## src/rtl/bus_pkg.sv

```systemverilog
// Shared definitions for the slave transmit path: state encodings,
// default widths, the read-instruction code and the parity switch.
// Optional feature macro: SLAVE_TX_PARITY_EN (appends one even-parity bit per word).
package bus_pkg;

  localparam int DATA_LEN_DEF  = 8;
  localparam int BURST_LEN_DEF = 12;

  // Instruction code that the decoder turns into a start pulse for this slave.
  localparam logic [1:0] RD_INSTR = 2'b11;

`ifdef SLAVE_TX_PARITY_EN
  localparam int PAR_BITS = 1;
`else
  localparam int PAR_BITS = 0;
`endif

  typedef enum logic [1:0] {
    TX_IDLE      = 2'd0,
    TX_WAIT_WORD = 2'd1,
    TX_SEND      = 2'd2,
    TX_DONE      = 2'd3
  } tx_state_t;

endpackage

```

## src/rtl/tx_shift_reg.sv

```systemverilog
// Parallel-load, right-shift PISO. bit0 is the bit currently on the wire.
// With SLAVE_TX_PARITY_EN the even parity of the word sits above the MSB,
// so it falls out after the last data bit.
module tx_shift_reg
  import bus_pkg::*;
#(
  parameter int DATA_LEN = DATA_LEN_DEF
) (
  input  logic                clk,
  input  logic                reset,
  input  logic                load,
  input  logic                shift_en,
  input  logic [DATA_LEN-1:0] word_in,
  output logic                bit0
);

  localparam int W = DATA_LEN + PAR_BITS;

  logic [W-1:0] load_word;
  logic [W-1:0] shift_reg;
  logic [W-1:0] shift_next;

`ifdef SLAVE_TX_PARITY_EN
  assign load_word = {^word_in, word_in};
`else
  assign load_word = word_in;
`endif

  // Per-bit next value: load wins over shift; the top bit refills with 0.
  genvar gi;
  generate
    for (gi = 0; gi < W; gi++) begin : g_bit
      if (gi == W - 1) begin : g_top
        assign shift_next[gi] = load ? load_word[gi] : (shift_en ? 1'b0 : shift_reg[gi]);
      end else begin : g_mid
        assign shift_next[gi] = load ? load_word[gi] : (shift_en ? shift_reg[gi+1] : shift_reg[gi]);
      end
    end
  endgenerate

  // Shift register state.
  always_ff @(posedge clk or posedge reset) begin
    if (reset) shift_reg <= '0;
    else       shift_reg <= shift_next;
  end

  assign bit0 = shift_reg[0];

endmodule

```

## src/rtl/slave_out_tx.sv

```systemverilog
// Slave-side bit-serial transmitter: pops words from the local source and
// sends them LSB first, one bit per accepted cycle, for burst_num+1 words
// while the arbiter grant holds.
// Optional feature macro: SLAVE_TX_PARITY_EN (one extra even-parity bit per word).
module slave_out_tx
  import bus_pkg::*;
#(
  parameter int DATA_LEN  = DATA_LEN_DEF,
  parameter int BURST_LEN = BURST_LEN_DEF
) (
  input  logic                 clk,
  input  logic                 reset,
  input  logic                 start,
  input  logic [BURST_LEN-1:0] burst_num,
  input  logic                 approval_grant,
  input  logic                 master_ready,
  input  logic [DATA_LEN-1:0]  word_in,
  input  logic                 word_valid,
  output logic                 word_ack,
  output logic                 slave_valid,
  output logic                 tx_data,
  output logic                 tx_busy,
  output logic                 tx_done,
  output logic                 tx_abort
);

  localparam int CNT_W = $clog2(DATA_LEN + 1);
  // Index of the final bit-cycle of a word (parity bit included when enabled).
  localparam logic [CNT_W-1:0] LAST_CNT = CNT_W'(DATA_LEN - 1 + PAR_BITS);

  tx_state_t            state_reg, state_next;
  logic [CNT_W-1:0]     bit_cnt_reg, bit_cnt_next;
  logic [BURST_LEN-1:0] words_left_reg, words_left_next;
  logic                 load, shift_en, bit0;

  tx_shift_reg #(.DATA_LEN(DATA_LEN)) u_shift (
    .clk      (clk),
    .reset    (reset),
    .load     (load),
    .shift_en (shift_en),
    .word_in  (word_in),
    .bit0     (bit0)
  );

  // State, bit counter and remaining-word count.
  always_ff @(posedge clk or posedge reset) begin
    if (reset) begin
      state_reg      <= TX_IDLE;
      bit_cnt_reg    <= '0;
      words_left_reg <= '0;
    end else begin
      state_reg      <= state_next;
      bit_cnt_reg    <= bit_cnt_next;
      words_left_reg <= words_left_next;
    end
  end

  // Next-state logic plus the pop strobe and abort pulse.
  always_comb begin
    state_next      = state_reg;
    bit_cnt_next    = bit_cnt_reg;
    words_left_next = words_left_reg;
    load            = 1'b0;
    shift_en        = 1'b0;
    word_ack        = 1'b0;
    tx_abort        = 1'b0;
    case (state_reg)
      TX_IDLE: begin
        if (start) begin
          words_left_next = burst_num;
          state_next      = TX_WAIT_WORD;
        end
      end
      TX_WAIT_WORD: begin
        if (!approval_grant) begin
          tx_abort   = 1'b1;
          state_next = TX_IDLE;
        end else if (word_valid) begin
          word_ack     = 1'b1;
          load         = 1'b1;
          bit_cnt_next = '0;
          state_next   = TX_SEND;
        end
      end
      TX_SEND: begin
        if (!approval_grant) begin
          tx_abort   = 1'b1;
          state_next = TX_IDLE;
        end else if (master_ready) begin
          if (bit_cnt_reg < LAST_CNT) begin
            shift_en     = 1'b1;
            bit_cnt_next = bit_cnt_reg + 1'b1;
          end else if (words_left_reg == '0) begin
            state_next = TX_DONE;
          end else begin
            // Down-count only, so an all-ones burst_num never wraps early.
            words_left_next = words_left_reg - 1'b1;
            if (word_valid) begin
              word_ack     = 1'b1;
              load         = 1'b1;
              bit_cnt_next = '0;
            end else begin
              state_next = TX_WAIT_WORD;
            end
          end
        end
      end
      TX_DONE: begin
        state_next = TX_IDLE;
      end
      default: begin
        state_next = TX_IDLE;
      end
    endcase
  end

  assign slave_valid = (state_reg == TX_SEND);
  // Gated so the wire stays quiet outside SEND even if residual bits remain.
  assign tx_data     = bit0 & slave_valid;
  assign tx_busy     = (state_reg != TX_IDLE);
  assign tx_done     = (state_reg == TX_DONE);

endmodule

```

## config.mk

```make
export PLATFORM = sky130hd
export DESIGN_NAME = slave_out_tx
export DESIGN_NICKNAME = d
export VERILOG_FILES = /design/src/rtl/bus_pkg.sv /design/src/rtl/tx_shift_reg.sv /design/src/rtl/slave_out_tx.sv
export SDC_FILE = /design/constraint.sdc
export NUM_CORES = 1
export LEC_CHECK = 0
export BUFFER_PORTS_ARGS = -buffer_cell sky130_fd_sc_hd__buf_2
export CORE_MARGIN = 2
export CORE_UTILIZATION = 55
export DETAILED_ROUTE_END_ITERATION = 8
export PLACE_DENSITY = 0.81
export SLEW_MARGIN = 10
export SYNTH_ARGS = -nofsm -noshare
export SYNTH_HDL_FRONTEND = slang
export SYNTH_SLANG_ARGS = --single-unit
```

## constraint.sdc

```tcl
create_clock -name clk -period 2.3 [get_ports clk]
set_clock_uncertainty 0.1 [all_clocks]
set_input_delay 0.115 -clock clk [delete_from_list [all_inputs] [get_ports clk]]
set_output_delay 0.115 -clock clk [all_outputs]
set_load 0.01 [all_outputs]
```

==> results of run 1 <==
path summary, 6_finish.rpt:
check,slack (ns),endpoint,from
worst max register to register,0.29,words_left_reg[3],state_reg[0]
worst min register to register,0.42,u_shift.shift_reg[2],u_shift.shift_reg[2]
worst max-delay path,0.13,word_ack,words_left_reg[0]
worst min-delay path,0.009,words_left_reg[0],burst_num[0]
max in group asynchronous,1.59,state_reg[0],reset
min in group asynchronous,0.27,u_shift.shift_reg[2],reset
cells by family (layout without fill, tap and decap cells):
logic type               count (synthesis)  in the layout  share of synthesized area
adder cells (fa/ha/maj)                  8              8                     0.0591
AO/OA/AOI/OAI                           53             53                      0.226
AND/OR/NAND/NOR                         77             77                      0.241
flip-flops                              26             26                      0.384
buffers and inverters                   18             61                     0.0480
multiplexers                             7              7                     0.0414
timing repair:
action	CTS	global route
gates resized for setup	0	1
hold endpoints to repair	35	0
hold buffers	10	0
setup endpoints to repair	0	1
final cells by class:
cell class / instances / share of cell area
tap: 33 / 0.0203
sequential: 26 / 0.321
clock buffer: 3 / 0.0111
multi-input combinational: 145 / 0.477
inverter: 10 / 0.0197
timing repair buffer: 48 / 0.152
Yosys cell counts (all sizes together) (5+ instances only):
cell	count	area (um^2)
buf	5	30.0
inv	10	40.0
a21oi	14	70.1
nand2	28	108
nor2	12	45.0
o21ai	7	35.0
dfrtp	26	651
o22a	13	114
mux2i	7	70.1
a22oi	7	52.6
nand3	14	70.1
ha	8	100
critical path, stage by stage, from the launching register on:
cell and delay (ns):
dfrtp_1 0.47, inv_1 0.13, ha_1 0.16, nor2b_1 0.20
nand4b_2 0.20, a31oi_4 0.25, inv_4 0.08, buf_2 0.14
power breakdown:
| group | leakage, uW | internal, uW | total, uW | switching (uW) |
|---|---|---|---|---|
| sequential | 0.000316 | 649 | 860 | 212 |
| clock | 0.0000138 | 61.4 | 195 | 134 |
| combinational | 0.000605 | 460 | 999 | 539 |
through the flow:
| step | cells | util | total power (uW) | instance area, um^2 | hold WS [ns] |
|---|---|---|---|---|---|
| floorplan | 189 | - | 1590 | 1690 | 0.0550 |
| global placement | 252 | 0.633 | 1810 | 1900 | 0.0887 |
| detailed placement | 252 | 0.633 | 1850 | 1900 | 0.0907 |
| CTS | 265 | 0.674 | 2050 | 2020 | 0.00806 |
| global route | 265 | 0.676 | 2240 | 2030 | 0.00372 |
| finish | 265 | 0.676 | 2050 | 2030 | 0.00948 |
per-layer routing:
metal	global-route usage	up-vias	routed length [um]
met5	0	-	0
met4	0.0667	0	34
met1	0.298	713	1660
li1	-	776	-
met3	0.0262	5	87
met2	0.388	32	1830
==> run_summary.xml, run 1 <==
<?xml version="1.0" encoding="UTF-8"?>
<metrics>
  <group name="sta">
    <metric name="upper_clock_frequency_limit" unit="GHz">0.461</metric>
    <metric name="unrepaired_setup_endpoints_after_global_routing" unit="">no</metric>
    <metric name="slew_violations" unit="">0</metric>
    <metric name="tightestPinTransition" unit="ns">0.359</metric>
    <metric name="final.setup.tns" unit="ns">0</metric>
    <metric name="final-setup-viol-count" unit="">0</metric>
    <metric name="postLayoutSetupSlackWorst" unit="ns">0.129</metric>
    <metric name="fin_crit_sh" unit="">0.944</metric>
    <metric name="timing.final.crit_period" unit="ns">2.17</metric>
    <metric name="timing.slew.headroom" unit="">0.758</metric>
    <metric name="finalHoldViolCount" unit="">0</metric>
  </group>
  <group name="finish">
    <metric name="multi_input_comb_area" unit="um^2">967</metric>
    <metric name="n_antenna_cell" unit="">0</metric>
    <metric name="layout.cells.most_common_list" unit="">buf_2 (31), nand2_1 (27), dfrtp_1 (26), nand3_1 (14), a21oi_1 (14)</metric>
    <metric name="flip_flop_count_of_the_largest_register_all_copies_and_words_added" unit="">12</metric>
    <metric name="nets" unit="">268</metric>
    <metric name="area_delta_synth_final" unit="%">19.8</metric>
    <metric name="share_of_layout_cells_above_drive_strength_1" unit="">0.233</metric>
    <metric name="num-fill-cells" unit="">265</metric>
    <metric name="layout_commonest_cell" unit="">buf_2</metric>
    <metric name="area.sequential" unit="um^2">651</metric>
  </group>
  <group name="worst_hold_path">
    <metric name="whs_path_depth" unit="">3</metric>
    <metric name="hold_path_class" unit="">in -&gt; reg</metric>
  </group>
  <group name="run_status">
    <metric name="run_status" unit="">finished clean</metric>
  </group>
  <group name="placed_design">
    <metric name="placement.setup.worst_slack" unit="ns">0.322</metric>
    <metric name="gp_congestion" unit="">0.770</metric>
    <metric name="portBuffers" unit="">31</metric>
    <metric name="dp_hpwl" unit="mm">2.62</metric>
  </group>
  <group name="logic_synthesis">
    <metric name="synth-warning-count" unit="">0</metric>
    <metric name="synth.cell_area" unit="mm^2">0.00169</metric>
    <metric name="dominantRegCellSynth" unit="">dfrtp_1</metric>
    <metric name="yosys_register_bits" unit="">26</metric>
    <metric name="synth_nets" unit="">223</metric>
    <metric name="postSynthCellCount" unit="">189</metric>
    <metric name="yosys.cell_types.count" unit="">41</metric>
    <metric name="postSynthAreaPerCell" unit="um^2">8.96</metric>
    <metric name="number_of_enable_type_register_cells_in_the_synthesized_netlist" unit="">0</metric>
    <metric name="synth_sequential_area_ratio" unit="">0.384</metric>
    <metric name="postSynth.asyncResetShare" unit="">1.00</metric>
  </group>
  <group name="clock_network">
    <metric name="clk_root_buffer_cell" unit="">clkbuf_4</metric>
    <metric name="clock_transition_time_at_the_flip_flop_clock_pins_of_the_worst_setup_and_hold_paths" unit="ns">0.14</metric>
    <metric name="cts_num_sinks" unit="">26</metric>
    <metric name="clock_latency" unit="ns">0.32</metric>
    <metric name="postCtsSetupRepairBufs" unit="">0</metric>
    <metric name="clockBufferDepth" unit="">2</metric>
    <metric name="cts_tree" unit="">yes</metric>
    <metric name="clock_tree.htree_level_count" unit="">1</metric>
    <metric name="cts_inserted_buffers" unit="">3</metric>
  </group>
  <group name="floorplan">
    <metric name="floorplan.initialDensity" unit="">0.564</metric>
    <metric name="die_width" unit="um">59.5</metric>
    <metric name="die-area" unit="mm^2">0.00354</metric>
    <metric name="io_pins" unit="">32</metric>
    <metric name="rows" unit="">20</metric>
    <metric name="core_area" unit="mm^2">0.00300</metric>
    <metric name="die-height" unit="um">59.5</metric>
  </group>
  <group name="run">
    <metric name="drv.max_cap_violation_count" unit="">0</metric>
  </group>
  <group name="setup_path">
    <metric name="worst_ep_arrival_time" unit="ns">1.96</metric>
    <metric name="timing.critical_path.required" unit="ns">2.09</metric>
    <metric name="timing.critical_path.fanout_max" unit="">9</metric>
    <metric name="critPathCaptureType" unit="">output port</metric>
    <metric name="critical_path.startpoint_type" unit="">flop</metric>
    <metric name="worstRegToRegCells" unit="">9</metric>
    <metric name="setup.worst_path.class" unit="">reg -&gt; out</metric>
  </group>
  <group name="route">
    <metric name="routed-via-count" unit="">1526</metric>
    <metric name="drt_wl_total" unit="mm">3.62</metric>
    <metric name="post-route-drc-count" unit="">0</metric>
    <metric name="detail_route.first_pass.iterations" unit="">4</metric>
    <metric name="detail_route.vias_per_cell" unit="">5.76</metric>
    <metric name="antenna_violating_nets_post_route" unit="">0</metric>
    <metric name="wire_per_inst" unit="um">13.7</metric>
    <metric name="drt_first_iter_violations" unit="">56</metric>
  </group>
  <group name="power">
    <metric name="ir_drop" unit="mV">0.524</metric>
    <metric name="power.leakage" unit="uW">0.000935</metric>
    <metric name="powerDensity" unit="mW/mm^2">1010</metric>
  </group>
  <group name="global_routing">
    <metric name="grt_util_all_layers" unit="">0.226</metric>
    <metric name="grt_start_max_net_pins" unit="">27</metric>
    <metric name="via_count_of_the_first_global_routing_pass" unit="">1436</metric>
    <metric name="first_pass_grt_wire_length" unit="mm">6.15</metric>
    <metric name="grt_antenna_before_repair" unit="">0</metric>
    <metric name="grt_remaining_overflow" unit="">0</metric>
  </group>
</metrics>
Note: power is estimated with default switching activity, not from simulation.
==> run 2: changes to the inputs <==
ABC_AREA = 1   (was not set)
PLACE_DENSITY = 0.8   (was 0.81)
==> run 2 against run 1 <==
Final area rose by 14%. First-iteration DRC count increased to 2.7 times the previous value. Area after synthesis is 20% higher. Wire length up 19%. Setup slack better by 0.079 ns.
==> run_summary.xml, run 2 <==
<?xml version="1.0" encoding="UTF-8"?>
<metrics>
  <group name="logic_synthesis">
    <metric name="dominantRegCellSynth" unit="">dfrtp_1</metric>
    <metric name="synth.cell_area" unit="mm^2">0.00204</metric>
    <metric name="postSynthAreaPerCell" unit="um^2">6.54</metric>
    <metric name="yosys.cell_types.count" unit="">27</metric>
    <metric name="postSynth.asyncResetShare" unit="">1.00</metric>
    <metric name="synth_sequential_area_ratio" unit="">0.319</metric>
    <metric name="postSynthCellCount" unit="">312</metric>
    <metric name="synthTopCellsByArea" unit="">dfrtp_1 (32%), nand2_1 (22%), nand3_1 (11%)</metric>
    <metric name="yosys.cell_count.top_type" unit="">nand2_1</metric>
    <metric name="number_of_enable_type_register_cells_in_the_synthesized_netlist" unit="">0</metric>
    <metric name="yosys.area.top_type_share" unit="">0.319</metric>
    <metric name="synth_largest_area_cell" unit="">dfrtp_1</metric>
    <metric name="synth_top_cells_by_count" unit="">nand2_1 (122), nand3_1 (45), inv_1 (37)</metric>
    <metric name="yosys_register_bits" unit="">26</metric>
    <metric name="synth_nets" unit="">346</metric>
    <metric name="synth-warning-count" unit="">0</metric>
  </group>
  <group name="setup_path">
    <metric name="ff2ff_setup_slack" unit="ns">0.36</metric>
    <metric name="rr_startpoint" unit="">state_reg[0]</metric>
    <metric name="setup.worst_path.class" unit="">reg -&gt; out</metric>
    <metric name="crit_path_max_incr_delay" unit="ns">0.42</metric>
    <metric name="worst_ep_arrival_time" unit="ns">1.88</metric>
    <metric name="critPathCaptureType" unit="">output port</metric>
    <metric name="crit_path_top_delay_cell" unit="">dfrtp_1</metric>
    <metric name="critical_path.startpoint_type" unit="">flop</metric>
    <metric name="timing.critical_path.required" unit="ns">2.09</metric>
    <metric name="r2r-end" unit="">words_left_reg[3]</metric>
    <metric name="worstSetupStartpoint" unit="">state_reg[0]</metric>
    <metric name="timing.critical_path.fanout_max" unit="">16</metric>
    <metric name="cp_dominant_cell_by_count" unit="">inv_1</metric>
    <metric name="worstRegToRegCells" unit="">8</metric>
    <metric name="cp_cell_sequence" unit="">inv_1 -&gt; ha_4 -&gt; buf_4 -&gt; nand3_4 -&gt; nand2_4 -&gt; inv_1 -&gt; buf_2</metric>
  </group>
  <group name="global_routing">
    <metric name="first_pass_grt_wire_length" unit="mm">7.42</metric>
    <metric name="via_count_of_the_first_global_routing_pass" unit="">1784</metric>
    <metric name="grt_remaining_overflow" unit="">0</metric>
    <metric name="grt_antenna_before_repair" unit="">0</metric>
    <metric name="grt_start_max_net_pins" unit="">27</metric>
    <metric name="grt_util_all_layers" unit="">0.222</metric>
  </group>
  <group name="clock_network">
    <metric name="cts_inserted_buffers" unit="">3</metric>
    <metric name="clockBufferDepth" unit="">2</metric>
    <metric name="clock_transition_time_at_the_flip_flop_clock_pins_of_the_worst_setup_and_hold_paths" unit="ns">0.09</metric>
    <metric name="clock_tree.htree_level_count" unit="">1</metric>
    <metric name="cts_num_sinks" unit="">26</metric>
    <metric name="clk_root_buffer_cell" unit="">clkbuf_8</metric>
    <metric name="cts_tree" unit="">yes</metric>
    <metric name="clock_latency" unit="ns">0.28</metric>
  </group>
  <group name="sta">
    <metric name="final-setup-viol-count" unit="">0</metric>
    <metric name="timing.final.crit_period" unit="ns">2.09</metric>
    <metric name="unrepaired_setup_endpoints_after_global_routing" unit="">no</metric>
    <metric name="final.setup.tns" unit="ns">0</metric>
    <metric name="timing.slew.headroom" unit="">0.768</metric>
    <metric name="upper_clock_frequency_limit" unit="GHz">0.478</metric>
    <metric name="slew_violations" unit="">0</metric>
    <metric name="finalHoldViolCount" unit="">0</metric>
    <metric name="fin_crit_sh" unit="">0.910</metric>
    <metric name="tightestPinTransition" unit="ns">0.348</metric>
  </group>
  <group name="power">
    <metric name="powerDensity" unit="mW/mm^2">1200</metric>
    <metric name="power.leakage" unit="uW">0.00132</metric>
    <metric name="share_clk_of_total_power" unit="">0.108</metric>
    <metric name="power.internal" unit="uW">1390</metric>
    <metric name="combinationalPowerShare" unit="">0.586</metric>
    <metric name="fraction_of_power_spent_switching_nets" unit="">0.501</metric>
    <metric name="ir_drop" unit="mV">0.668</metric>
    <metric name="total_power" unit="uW">2790</metric>
    <metric name="power.share.sequential" unit="">0.306</metric>
    <metric name="power_switching" unit="uW">1400</metric>
  </group>
  <group name="floorplan">
    <metric name="floorplan.initialDensity" unit="">0.566</metric>
    <metric name="core_area" unit="mm^2">0.00361</metric>
    <metric name="die_width" unit="um">64.9</metric>
    <metric name="io_pins" unit="">32</metric>
    <metric name="die-height" unit="um">64.9</metric>
    <metric name="die-area" unit="mm^2">0.00421</metric>
    <metric name="rows" unit="">22</metric>
  </group>
  <group name="worst_hold_path">
    <metric name="whs_path_depth" unit="">5</metric>
    <metric name="hold_path_class" unit="">in -&gt; reg</metric>
    <metric name="destination_of_the_worst_hold_path" unit="">words_left_reg[6]</metric>
    <metric name="hold_path.startpoint" unit="">burst_num[6]</metric>
  </group>
  <group name="run">
    <metric name="drv.max_cap_violation_count" unit="">0</metric>
  </group>
  <group name="finish">
    <metric name="finish.cell_count_without_fillers" unit="">394</metric>
    <metric name="n_antenna_cell" unit="">0</metric>
    <metric name="area_delta_synth_final" unit="%">13.8</metric>
    <metric name="post-route-cell-area" unit="mm^2">0.00232</metric>
    <metric name="share_of_layout_cells_above_drive_strength_1" unit="">0.191</metric>
    <metric name="utilization" unit="">0.644</metric>
    <metric name="nets" unit="">381</metric>
    <metric name="layout_commonest_cell" unit="">nand2_1</metric>
    <metric name="layout.cells.most_common_list" unit="">nand2_1 (122), nand3_1 (45), inv_1 (37), buf_2 (31), dfrtp_1 (26)</metric>
    <metric name="flip_flop_count_of_the_largest_register_all_copies_and_words_added" unit="">12</metric>
  </group>
  <group name="route">
    <metric name="post-route-drc-count" unit="">0</metric>
    <metric name="detail_route.vias_per_cell" unit="">4.89</metric>
    <metric name="drt_wl_total" unit="mm">4.31</metric>
    <metric name="wire_per_inst" unit="um">10.9</metric>
    <metric name="routed-via-count" unit="">1928</metric>
    <metric name="detail_route.first_pass.iterations" unit="">4</metric>
    <metric name="drt_first_iter_violations" unit="">153</metric>
    <metric name="antenna_violating_nets_post_route" unit="">0</metric>
  </group>
  <group name="placed_design">
    <metric name="dpl_cell_area" unit="mm^2">0.00223</metric>
    <metric name="portBuffers" unit="">31</metric>
    <metric name="gp_congestion" unit="">0.896</metric>
    <metric name="dp_hpwl" unit="mm">3.23</metric>
    <metric name="placedCellCount" unit="">388</metric>
  </group>
  <group name="run_status">
    <metric name="run_status" unit="">finished clean</metric>
  </group>
</metrics>
==> run 2: cell types whose count changed after synthesis, sizes merged, moves of 4 or more <==
cell,change
nand2,+104
nand3,+33
inv,+30
nor2,+19
a21oi,-14
o22a,-13
a22oi,-7
mux2i,-7
o21ai,+7
nor2b,-4
==> run 2: logic make-up (layout without fill, tap and decap cells) <==
family / after synthesis / count (layout) / synth area share
AO/OA/AOI/OAI: 17 / 17 / 0.0521
flip-flops: 26 / 26 / 0.319
adder cells (fa/ha/maj): 8 / 8 / 0.0491
buffers and inverters: 46 / 80 / 0.0950
AND/OR/NAND/NOR: 215 / 215 / 0.485
==> run 2: worst max-delay path: cells and delay by family (launching register included) <==
| family | cells | cell delay, ns |
|---|---|---|
| buf+inv | 4 | 0.59 |
| flops | 1 | 0.42 |
| simple gates | 2 | 0.34 |
| fa+ha+maj | 1 | 0.24 |
==> run 2: area by class of cell <==
class | count | area, um^2
fill | 354 | 1280
inverter | 40 | 150
multi-input combinational | 240 | 1210
tap | 48 | 60.1
sequential | 26 | 651
timing repair buffer | 36 | 198
clock buffer | 4 | 55.1
==> run 2: how the worst max path moves through the flow <==
stage               slack (ns)                 to  cells past startpoint
floorplan                 0.53  words_left_reg[1]                     12
global placement          0.25  words_left_reg[3]                      8
detailed placement        0.15  words_left_reg[3]                      8
CTS                       0.10           word_ack                      7
global route              0.06           word_ack                      7
finish                    0.21           word_ack                      7
==> run 2: routing by layer <==
metal / wire [um] / GRT usage / vias up
met5: 0 / 0 / -
met4: 50 / 0.0399 / 0
met3: 151 / 0.0382 / 7
met2: 2080 / 0.394 / 34
met1: 2030 / 0.283 / 844
li1: - / - / 1043
==> run 2: what timing repair did <==
item                                    4_1_cts  5_1_grt
hold buffers                                  2        0
endpoints found under the setup margin        1        1
setup buffers                                 0        0
hold endpoints to repair                     27        0
resized for setup                             1        1
==> run 2: metrics by stage <==
stage          worst slack [ns]  hold WS (ns)
2_1_floorplan             0.532        0.0550
3_3_place_gp              0.246        0.0915
3_5_place_dp              0.150        0.0937
4_1_cts                   0.101        0.0153
5_1_grt                  0.0608        0.0328
6_report                  0.208        0.0174
==> run 2: power by group through the flow <==
stage                     Sequential, uW  Clock, uW  Combinational [uW]
after floorplan                      814          0                1370
after global placement               850          0                1570
after detailed placement             857          0                1610
after CTS                            847        312                1620
after global routing                 879        329                1870
final                                853        302                1630
==> run 3: changes to the inputs <==
CORE_UTILIZATION = 51   (was 55)
PLACE_DENSITY = 0.78   (was 0.8)
clock period = 1.8 ns   (was 2.3 ns; I/O delays follow)
==> run 3 against run 2 <==
Register-to-register slack worse by 0.26 ns. Global-route usage rose by 0.82 points. Sequential power up 29%. Non-clock buffer count is 15 higher. Setup slack got worse by 0.13 ns. First-iteration DRC count is 16% lower. Combinational power increased by 50%. Utilization is 2.2 points higher. Wire length is 6.9% higher. Sequential share of layout area is 1.9 points lower. Total power rose by 39%. Largest cell class unchanged.
==> run_summary.xml, run 3 (same netlist as run 2, synthesis figures left out) <==
<?xml version="1.0" encoding="UTF-8"?>
<metrics>
  <group name="run_status">
    <metric name="run_status" unit="">finished clean</metric>
  </group>
  <group name="floorplan">
    <metric name="io_pins" unit="">32</metric>
    <metric name="die-height" unit="um">67.3</metric>
    <metric name="die_width" unit="um">67.3</metric>
    <metric name="die-area" unit="mm^2">0.00452</metric>
    <metric name="core_area" unit="mm^2">0.00374</metric>
    <metric name="rows" unit="">22</metric>
    <metric name="floorplan.initialDensity" unit="">0.545</metric>
  </group>
  <group name="global_routing">
    <metric name="grt_remaining_overflow" unit="">0</metric>
    <metric name="grt_antenna_before_repair" unit="">0</metric>
    <metric name="grt_util_all_layers" unit="">0.230</metric>
    <metric name="first_pass_grt_wire_length" unit="mm">8.07</metric>
    <metric name="via_count_of_the_first_global_routing_pass" unit="">1906</metric>
    <metric name="grt_start_max_net_pins" unit="">27</metric>
  </group>
  <group name="route">
    <metric name="drt_first_iter_violations" unit="">128</metric>
    <metric name="antenna_violating_nets_post_route" unit="">0</metric>
    <metric name="post-route-drc-count" unit="">0</metric>
    <metric name="detail_route.first_pass.iterations" unit="">5</metric>
    <metric name="wl_met2" unit="mm">2.33</metric>
    <metric name="routed-via-count" unit="">2053</metric>
    <metric name="wl_met3" unit="um">226</metric>
    <metric name="top_layer_used" unit="">met4</metric>
    <metric name="drt_wl_total" unit="mm">4.60</metric>
    <metric name="wire_per_inst" unit="um">11.3</metric>
    <metric name="detail_route.vias_per_cell" unit="">5.03</metric>
    <metric name="met1_length" unit="mm">2.02</metric>
  </group>
  <group name="clock_network">
    <metric name="clock_transition_time_at_the_flip_flop_clock_pins_of_the_worst_setup_and_hold_paths" unit="ns">0.09</metric>
    <metric name="clock_tree.htree_level_count" unit="">1</metric>
    <metric name="cts_num_sinks" unit="">26</metric>
    <metric name="cts_tree" unit="">yes</metric>
    <metric name="clock_latency" unit="ns">0.27</metric>
    <metric name="clk_root_buffer_cell" unit="">clkbuf_8</metric>
    <metric name="cts_inserted_buffers" unit="">3</metric>
    <metric name="clockBufferDepth" unit="">2</metric>
  </group>
  <group name="power">
    <metric name="powerDensity" unit="mW/mm^2">1560</metric>
    <metric name="power_switching" unit="uW">1900</metric>
    <metric name="combinationalPowerShare" unit="">0.630</metric>
    <metric name="power.leakage" unit="uW">0.00139</metric>
    <metric name="power.share.sequential" unit="">0.284</metric>
    <metric name="power.internal" unit="uW">1980</metric>
    <metric name="share_clk_of_total_power" unit="">0.086</metric>
    <metric name="fraction_of_power_spent_switching_nets" unit="">0.491</metric>
    <metric name="ir_drop" unit="mV">1.10</metric>
  </group>
  <group name="finish">
    <metric name="nets" unit="">396</metric>
    <metric name="finish.cell_count_without_fillers" unit="">408</metric>
    <metric name="share_of_layout_cells_above_drive_strength_1" unit="">0.256</metric>
    <metric name="layout.cells.most_common_list" unit="">nand2_1 (121), nand3_1 (43), inv_1 (32), buf_2 (30), dfrtp_1 (25)</metric>
    <metric name="flip_flop_count_of_the_largest_register_all_copies_and_words_added" unit="">12</metric>
    <metric name="post-route-cell-area" unit="mm^2">0.00249</metric>
    <metric name="layout_commonest_cell" unit="">nand2_1</metric>
    <metric name="area_delta_synth_final" unit="%">22.3</metric>
    <metric name="n_antenna_cell" unit="">0</metric>
    <metric name="num-fill-cells" unit="">348</metric>
  </group>
  <group name="setup_path">
    <metric name="crit_path_max_incr_delay" unit="ns">0.38</metric>
    <metric name="critPathCaptureType" unit="">output port</metric>
    <metric name="crit_path_top_delay_cell" unit="">dfrtp_1</metric>
    <metric name="cp_cell_sequence" unit="">inv_2 -&gt; buf_6 -&gt; ha_4 -&gt; nand3_4 -&gt; nor2_4 -&gt; nand2_4 -&gt; inv_2 -&gt; buf_6</metric>
    <metric name="ff2ff_setup_slack" unit="ns">0.10</metric>
    <metric name="setup.worst_path.class" unit="">reg -&gt; out</metric>
    <metric name="timing.critical_path.fanout_max" unit="">2</metric>
    <metric name="critical_path.startpoint_type" unit="">flop</metric>
    <metric name="timing.critical_path.required" unit="ns">1.61</metric>
    <metric name="worst_ep_arrival_time" unit="ns">1.53</metric>
  </group>
  <group name="sta">
    <metric name="slew_violations" unit="">0</metric>
    <metric name="finalHoldViolCount" unit="">0</metric>
    <metric name="final-setup-viol-count" unit="">0</metric>
    <metric name="tightestPinTransition" unit="ns">0.345</metric>
    <metric name="upper_clock_frequency_limit" unit="GHz">0.580</metric>
    <metric name="fin_crit_sh" unit="">0.957</metric>
    <metric name="unrepaired_setup_endpoints_after_global_routing" unit="">yes</metric>
    <metric name="timing.final.crit_period" unit="ns">1.72</metric>
    <metric name="final.setup.tns" unit="ns">0</metric>
    <metric name="timing.slew.headroom" unit="">0.770</metric>
  </group>
  <group name="placed_design">
    <metric name="dp_hpwl" unit="mm">3.38</metric>
    <metric name="portBuffers" unit="">31</metric>
    <metric name="placedCellCount" unit="">396</metric>
    <metric name="dpl_cell_area" unit="mm^2">0.00229</metric>
    <metric name="gp_congestion" unit="">0.863</metric>
  </group>
  <group name="worst_hold_path">
    <metric name="hold_path_class" unit="">in -&gt; reg</metric>
  </group>
  <group name="run">
    <metric name="drv.max_cap_violation_count" unit="">0</metric>
  </group>
</metrics>
-- run 3: cell count changes in the layout (fill, tap and decap cells not counted), moves of 2 or more --
cell,before,now
buf_4,3,16
buf_6,0,3
inv_1,37,32
inv_2,3,7
nand3_1,45,43
nor2_4,2,4
-- run 3: path summary, 6_finish.rpt --
kind / from / cells past startpoint / endpoint
max: state_reg[0] / 8 / word_ack
min: burst_num[6] / 5 / words_left_reg[6]
max reg2reg: state_reg[0] / 12 / words_left_reg[9]
min reg2reg: bit_cnt_reg[3] / 2 / bit_cnt_reg[3]
max in group asynchronous: reset / 4 / state_reg[1]
min in group asynchronous: reset / 4 / state_reg[0]
-- run 3: critical path, delay by kind of cell, from the launching register on --
kind / cells / cell delay [ns]
flip-flops: 1 / 0.38
buffers and inverters: 4 / 0.34
AND/OR/NAND/NOR: 3 / 0.28
adder cells (fa/ha/maj): 1 / 0.27
-- run 3: cell type report --
| class | instances | area [um^2] | share of cell area |
|---|---|---|---|
| multi-input combinational | 240 | 1260 | 0.507 |
| clock buffer | 3 | 41.3 | 0.0165 |
| timing repair buffer | 51 | 324 | 0.130 |
| sequential | 26 | 652 | 0.261 |
| inverter | 40 | 153 | 0.0612 |
| tap | 48 | 60.1 | 0.0241 |
-- run 3: repair_timing --
action	in CTS	in global routing
pin swaps	3	4
hold buffers	2	0
setup buffers	3	4
gates resized for setup	6	17
endpoints found under the hold margin	27	0
setup endpoints to repair	17	21
-- run 3: routing by layer --
metal	global-route usage	vias up
met5	0	-
met4	0.0408	0
met1	0.287	929
met2	0.417	46
li1	-	1076
met3	0.0400	2
-- run 3: through the flow --
stage                     total power [uW]  setup WS [ns]  hold slack (ns)   util
after CTS                             3720         0.0134          0.00213  0.644
after global placement                3230         0.0318           0.0638  0.613
after floorplan                       2790         0.0316           0.0300      -
after detailed placement              3280        -0.0976           0.0747  0.613
final                                 3880         0.0768          0.00384  0.666
after global routing                  4280       -0.00667           0.0179  0.666
-- run 3: power groups by stage --
| stage | Combinational (uW) | Sequential, uW | Clock [uW] |
|---|---|---|---|
| floorplan | 1750 | 1040 | 0 |
| finish | 2450 | 1100 | 333 |
| CTS | 2280 | 1090 | 347 |
| global placement | 2140 | 1080 | 0 |
| global route | 2780 | 1140 | 367 |
| detailed placement | 2190 | 1090 | 0 |
